===== config.mk =====
export PLATFORM = sky130hd
export DESIGN_NAME = osd_overlay_mixer
export DESIGN_NICKNAME = d
export VERILOG_FILES = /design/src/rtl/osd_overlay_mixer.sv
export SDC_FILE = /design/constraint.sdc
export NUM_CORES = 1
export LEC_CHECK = 0
export CAP_MARGIN = 20
export CELL_PAD_IN_SITES_DETAIL_PLACEMENT = 1
export CELL_PAD_IN_SITES_GLOBAL_PLACEMENT = 1
export CORE_MARGIN = 2
export CORE_UTILIZATION = 30
export CTS_CLUSTER_SIZE = 10
export DETAILED_ROUTE_END_ITERATION = 7
export PLACE_DENSITY = 0.57
export SKIP_LAST_GASP = 1
export SYNTH_ARGS = -nofsm -noshare
export SYNTH_HDL_FRONTEND = slang
export SYNTH_SLANG_ARGS = --single-unit

===== constraint.sdc =====
create_clock -name vclk -period 13.3 [get_ports vclk]
set_input_delay 1.995 -clock vclk [delete_from_list [all_inputs] [get_ports vclk]]
set_output_delay 1.995 -clock vclk [all_outputs]
set_load 0.01 [all_outputs]

===== src/rtl/osd_overlay_mixer.sv =====
// OSD overlay mixer: generates xpos/ypos for the OSD generator, delays video to match
// its latency and overlays the palette colour. Optional 50/50 blend: OSD_ALPHA_BLEND_EN.
module osd_overlay_mixer #(
   parameter int OSD_LATENCY    = 7,
   parameter int VS_ACTIVE_HIGH = 0,
   parameter int DATA_W         = 8
) (
   input  logic              vclk,
   input  logic              rst_i,
   input  logic [DATA_W-1:0] r_i,
   input  logic [DATA_W-1:0] g_i,
   input  logic [DATA_W-1:0] b_i,
   input  logic              hsync_i,
   input  logic              vsync_i,
   input  logic              de_i,
   output logic [11:0]       xpos,
   output logic [10:0]       ypos,
   input  logic              osd_enable,
   input  logic [2:0]        osd_color,
   output logic [DATA_W-1:0] r_o,
   output logic [DATA_W-1:0] g_o,
   output logic [DATA_W-1:0] b_o,
   output logic              hsync_o,
   output logic              vsync_o,
   output logic              de_o
);
   localparam int NSTG  = OSD_LATENCY + 1;
   localparam int DLY_W = 3 * DATA_W + 3;

   logic        vs_act;
   logic        vs_act_q;
   logic        de_q;
   logic [11:0] xpos_q, xpos_d;
   logic [10:0] ypos_q, ypos_d;

   assign vs_act = (VS_ACTIVE_HIGH != 0) ? vsync_i : ~vsync_i;

   always_comb begin
      xpos_d = 12'd0;
      if (de_i && de_q && (xpos_q != 12'hFFF))
         xpos_d = xpos_q + 12'd1;
      else if (de_i && de_q)
         xpos_d = xpos_q;
   end

   // A leading vsync edge beats the end-of-line increment in the same cycle.
   always_comb begin
      ypos_d = ypos_q;
      if (vs_act && !vs_act_q)
         ypos_d = 11'd0;
      else if (!de_i && de_q && (ypos_q != 11'h7FF))
         ypos_d = ypos_q + 11'd1;
   end

   always_ff @(posedge vclk or posedge rst_i) begin
      if (rst_i) begin
         vs_act_q <= 1'b0;
         de_q     <= 1'b0;
         xpos_q   <= 12'd0;
         ypos_q   <= 11'd0;
      end else begin
         vs_act_q <= vs_act;
         de_q     <= de_i;
         xpos_q   <= xpos_d;
         ypos_q   <= ypos_d;
      end
   end

   assign xpos = xpos_q;
   assign ypos = ypos_q;

   logic [DLY_W-1:0] dly_q [NSTG];

   always_ff @(posedge vclk or posedge rst_i) begin
      if (rst_i) begin
         for (int i = 0; i < NSTG; i++)
            dly_q[i] <= '0;
      end else begin
         dly_q[0] <= {r_i, g_i, b_i, hsync_i, vsync_i, de_i};
         for (int i = 1; i < NSTG; i++)
            dly_q[i] <= dly_q[i-1];
      end
   end

   logic [DATA_W-1:0] dd_r, dd_g, dd_b;
   logic              dd_hs, dd_vs, dd_de;

   assign {dd_r, dd_g, dd_b, dd_hs, dd_vs, dd_de} = dly_q[NSTG-1];

   logic [DATA_W-1:0] ov_r, ov_g, ov_b;
   logic [DATA_W-1:0] r_d, g_d, b_d;

   assign ov_r = {DATA_W{osd_color[2]}};
   assign ov_g = {DATA_W{osd_color[1]}};
   assign ov_b = {DATA_W{osd_color[0]}};

   always_comb begin
      r_d = '0;
      g_d = '0;
      b_d = '0;
      if (dd_de && !osd_enable) begin
         r_d = dd_r;
         g_d = dd_g;
         b_d = dd_b;
      end else if (dd_de) begin
`ifdef OSD_ALPHA_BLEND_EN
         // Blue background is translucent; halves cannot overflow DATA_W.
         if (osd_color == 3'h1) begin
            r_d = {1'b0, dd_r[DATA_W-1:1]} + {1'b0, ov_r[DATA_W-1:1]};
            g_d = {1'b0, dd_g[DATA_W-1:1]} + {1'b0, ov_g[DATA_W-1:1]};
            b_d = {1'b0, dd_b[DATA_W-1:1]} + {1'b0, ov_b[DATA_W-1:1]};
         end else begin
            r_d = ov_r;
            g_d = ov_g;
            b_d = ov_b;
         end
`else
         r_d = ov_r;
         g_d = ov_g;
         b_d = ov_b;
`endif
      end
   end

   always_ff @(posedge vclk or posedge rst_i) begin
      if (rst_i) begin
         r_o     <= '0;
         g_o     <= '0;
         b_o     <= '0;
         hsync_o <= 1'b0;
         vsync_o <= 1'b0;
         de_o    <= 1'b0;
      end else begin
         r_o     <= r_d;
         g_o     <= g_d;
         b_o     <= b_d;
         hsync_o <= dd_hs;
         vsync_o <= dd_vs;
         de_o    <= dd_de;
      end
   end

endmodule


-- Word-level counts from Yosys, hierarchy flattened
Cells that the tools add are included.
- bits in registers: 268
- logic and storage cells: 44
- add/subtract/negate cells: 2
- equal/unequal tests: 3
- muxes and demuxes: 10
- bitwise operators: 1
- reductions and logical operators: 10
- operator list (operator ; number):
    8-bit 2-to-1 mux ; 6
    12-bit 2-to-1 mux ; 2
    11-bit 2-to-1 mux ; 2
    12-bit by 1-bit adder with 12-bit output (second input constant) ; 1
    12-bit inequality test (second input constant) ; 1
    11-bit by 1-bit adder with 11-bit output (second input constant) ; 1
    11-bit inequality test (second input constant) ; 1
    1-bit logical AND ; 6
    1-bit logical NOT ; 3
    2-bit by 1-bit inequality test with 1-bit output (second input constant) ; 1
    2-bit nonzero test ; 1
    1-bit inverter ; 1

-- Longest topological paths before layout
- depth after elaboration: 5
- depth in mapped cells: 5
- mapped depth without buffers: 5

-- Worst setup path after synthesis
Ideal clock, no wire load.
- path type: input to register
- start point: input de_i
- end point: register ypos_q[9], in the netlist ypos[9]
- setup time: 0.078 ns
- arrival: 2.999 ns
- data required time: 13.222 ns
- path slack: 10.224 ns
- stages: 4
- path through: and2b_1 -> nand4_2 -> or4_1 -> a21oi_1
- cells in the longest elaborated chain, start to end: 4
- RTL lines (element ; RTL line ; source):
    from (decl) ; 15 ; input logic de_i,
    1-bit logical NOT ; 51 ; else if (!de_i && de_q && (ypos_q != 11'h7FF))
    1-bit logical AND (2 in a row) ; 51 ;
    2-bit nonzero test (no source line) ; n/a ;
    to (signal assigned) ; 65 ; ypos_q <= ypos_d;
    to (decl) ; 34 ; logic [10:0] ypos_q, ypos_d;
Every way passes these cells.
A chain may end at the register's enable or synchronous reset.

==> impl_metrics.py <==
metrics = {
    "drt": {
        "vias": 3611,
        "highest_layer": "met4",
        "drtIter0Drc": 132,
        "viasPerCell": 4.18,
        "wl_met1_um": 5340,
        "ant_nets": 0,
        "wl_per_cell_um": 14.0,
        "remaining_drc_errors": 0,
        "wirelength_um": 12100,
        "wl_met2_um": 5650,
        "drtPass1Iterations": 3,
        "wl_met3_um": 822,
    },
    "timing": {
        "tns_ns": 0,
        "period_share": 0.322,
        "fmax_ghz": 0.233,
        "final_hold_viol_count": 0,
        "worst_slack_ns": 9.01,
        "skew_ns": 0.0125,
        "min_period_ns": 4.29,
        "slew_viol_final": 0,
        "rsz0062_at_grt": "no",
        "whs_ns": 0.341,
        "setup_viol": 0,
        "worst_pin_slew_ns": 0.956,
        "max_slew_margin": 0.363,
    },
    "setup_path": {
        "reg2reg_to": "xpos[4]",
        "rrSetupSlack_ns": 11.45,
        "timing.rr.start": "xpos[0]",
        "required_ns": 13.84,
        "cp-end-kind": "async pin",
        "worst-path-max-fanout": 113,
        "path_class": "primary input to async pin",
        "cp-start-kind": "primary input",
        "ff2ff_path_depth": 5,
        "crit_arrival_ns": 4.82,
    },
    "power_and_ir_drop": {
        "powerDensity_nw_per_um2": 165,
        "ir_drop_mv": 0.0913,
        "p_leak_uw": 0.00419,
    },
    "yosys": {
        "synth_area_leader_cell": "dfrtp_1",
        "yosys-top-cells-area": "dfrtp_1, a21boi_0, nand2b_1",
        "ys_ff_latch": 267,
        "yosys_warnings": 0,
        "syn_area_um2": 7670,
        "synthCells": 422,
        "synthDominantCellAreaShare": 0.872,
        "synth.avg_cell_area_um2": 18.2,
        "syn_nets": 457,
        "ys_types": 37,
        "synth.yosys.seq_area_share": 0.872,
    },
    "clock_network": {
        "htreeDepth": 1,
        "cts_setup_buffers": 0,
        "clk-insertion-delay-late_ns": 0.53,
        "cts-root-buf": "clkbuf_16",
        "cts.sinks": 267,
        "numCtsBuffers": 30,
        "clockBufferDepth": 3,
        "clk_pin_slew_worst_paths_ns": 0.05,
        "ctsResizeCount": 0,
        "holdBufCountCts": 0,
        "cts_tree": "built",
    },
    "floorplan": {
        "die_area_um2": 26800,
        "start_util": 0.305,
        "num_io_pins": 83,
        "core_um2": 25100,
        "dieWidth_um": 164,
        "rows": 58,
        "die_h_um": 164,
    },
    "hold_path": {
        "min_from": "dly_q[123]",
        "whs_path_depth": 0,
        "whs_endpoint": "dly_q[96]",
        "hold_class": "flop to flop",
    },
    "global_routing": {
        "grt_pass1_vias": 4132,
        "grt_max_degree": 114,
        "antenna_found_initial": 0,
        "grt_pass1_wl_um": 20800,
        "grt_overflow": 0,
        "track_usage": 0.0951,
    },
    "layout": {
        "area_delta_synth_final_pct": 26.2,
        "antenna_cells": 0,
        "mostFrequentLayoutCell": "dfrtp_1",
        "nets": 567,
        "layout-drive-gt1-share": 0.0749,
        "final_cell_mix": "dfrtp_1, clkdlybuf4s50_1, clkbuf_16, nand2b_1, a21boi_0",
    },
    "placement": {
        "port_buffers": 82,
        "place_congestion": 0.641,
        "pre_cts_ws_ns": 8.23,
        "dp_hpwl_um": 7350,
    },
    "status": {
        "status": "complete, no violations",
    },
    "run": {
        "cap_violations": 0,
    },
}
==> cells in the mapped netlist <==
cell,n
nor4_1,2
or4_1,2
nand3_1,6
or3_4,1
mux2i_1,2
buf_2,1
nand4_2,3
dfrtp_1,267
o21a_1,1
o21bai_1,2
o21ai_0,4
xnor2_1,1
nor2_1,12
or2_2,1
nand4_1,2
ha_1,2
xor2_1,3
nor3_1,6
clkbuf_1,5
o311ai_0,3
or3_1,1
nand2b_1,24
a31oi_1,5
and2b_1,1
nand2_1,12
nand4b_1,1
o311a_2,1
and3_1,1
a21boi_0,24
o31a_1,1
a211oi_1,3
o311a_1,1
inv_1,5
o41ai_1,3
or2_0,1
a21oi_1,7
o31ai_1,5
==> flip-flops by register name, summed over array words and instances, names as in the netlist, 8 cells and up <==
| register | cells |
|---|---|
| dd_r | 8 |
| dd_b | 8 |
| g_o | 8 |
| dly_q | 189 |
| ypos | 11 |
| r_o | 8 |
| dd_g | 8 |
| xpos | 12 |
| b_o | 8 |
==> per-stage QoR <==
stage          utilization  power (µW)  instances  area, µm²
3_3_place_gp         0.354         937        830       8900
3_5_place_dp         0.354         942        830       8900
5_1_grt              0.385        1680        864       9680
6_report             0.385        1600        864       9680
2_1_floorplan            -         904        422       7670
4_1_cts              0.385        1630        864       9680
==> worst max-delay path by stage <==
stage | start | end | slack (ns) | cells after the start
after floorplan | rst_i | b_o[0] | 3.95 | 1
after global placement | rst_i | b_o[1] | 8.39 | 4
after detailed placement | rst_i | dd_b[2] | 8.23 | 4
after CTS | rst_i | dd_b[1] | 8.81 | 4
after global routing | rst_i | dly_q[33] | 8.52 | 4
final | rst_i | dly_q[86] | 9.01 | 4
==> critical path: stages <==
cell and delay, ns:
clkdlybuf4s50_1 0.49, inv_8 0.57, buf_4 0.85, buf_4 0.83
==> layer usage <==
layer  up-vias  track usage
met4         0       0.0319
met2        94        0.151
met5         -            0
li1       1627            -
met1      1863        0.127
met3        27       0.0255
==> where the power goes <==
| part | internal (µW) | switching (µW) | leakage [µW] |
|---|---|---|---|
| clock | 397 | 277 | 0.000380 |
| sequential | 853 | 14.1 | 0.00319 |
| combinational | 26.7 | 30.7 | 0.000611 |
==> layout make-up <==
cell class                 instances  area, µm²
fill                            2538      15400
sequential                       267       6680
multi-input combinational        144        942
timing repair buffer              84        836
clock buffer                      33        762
tap                              330        413
inverter                           5       26.3
clock inverter                     1       16.3
==> kinds of logic (layout without fill, tap and decap cells) <==
kind of cell             Yosys count  count (layout)  share of synthesized area
AO/OA/AOI/OAI                     60              60                     0.0563
XOR/XNOR                           4               4                    0.00457
adder cells (fa/ha/maj)            2               2                    0.00326
buffers and inverters             11             123                    0.00555
flip-flops                       267             267                      0.872
multiplexers                       2               2                    0.00261
AND/OR/NAND/NOR                   76              76                     0.0561
Note: power is estimated with default switching activity, not from simulation.
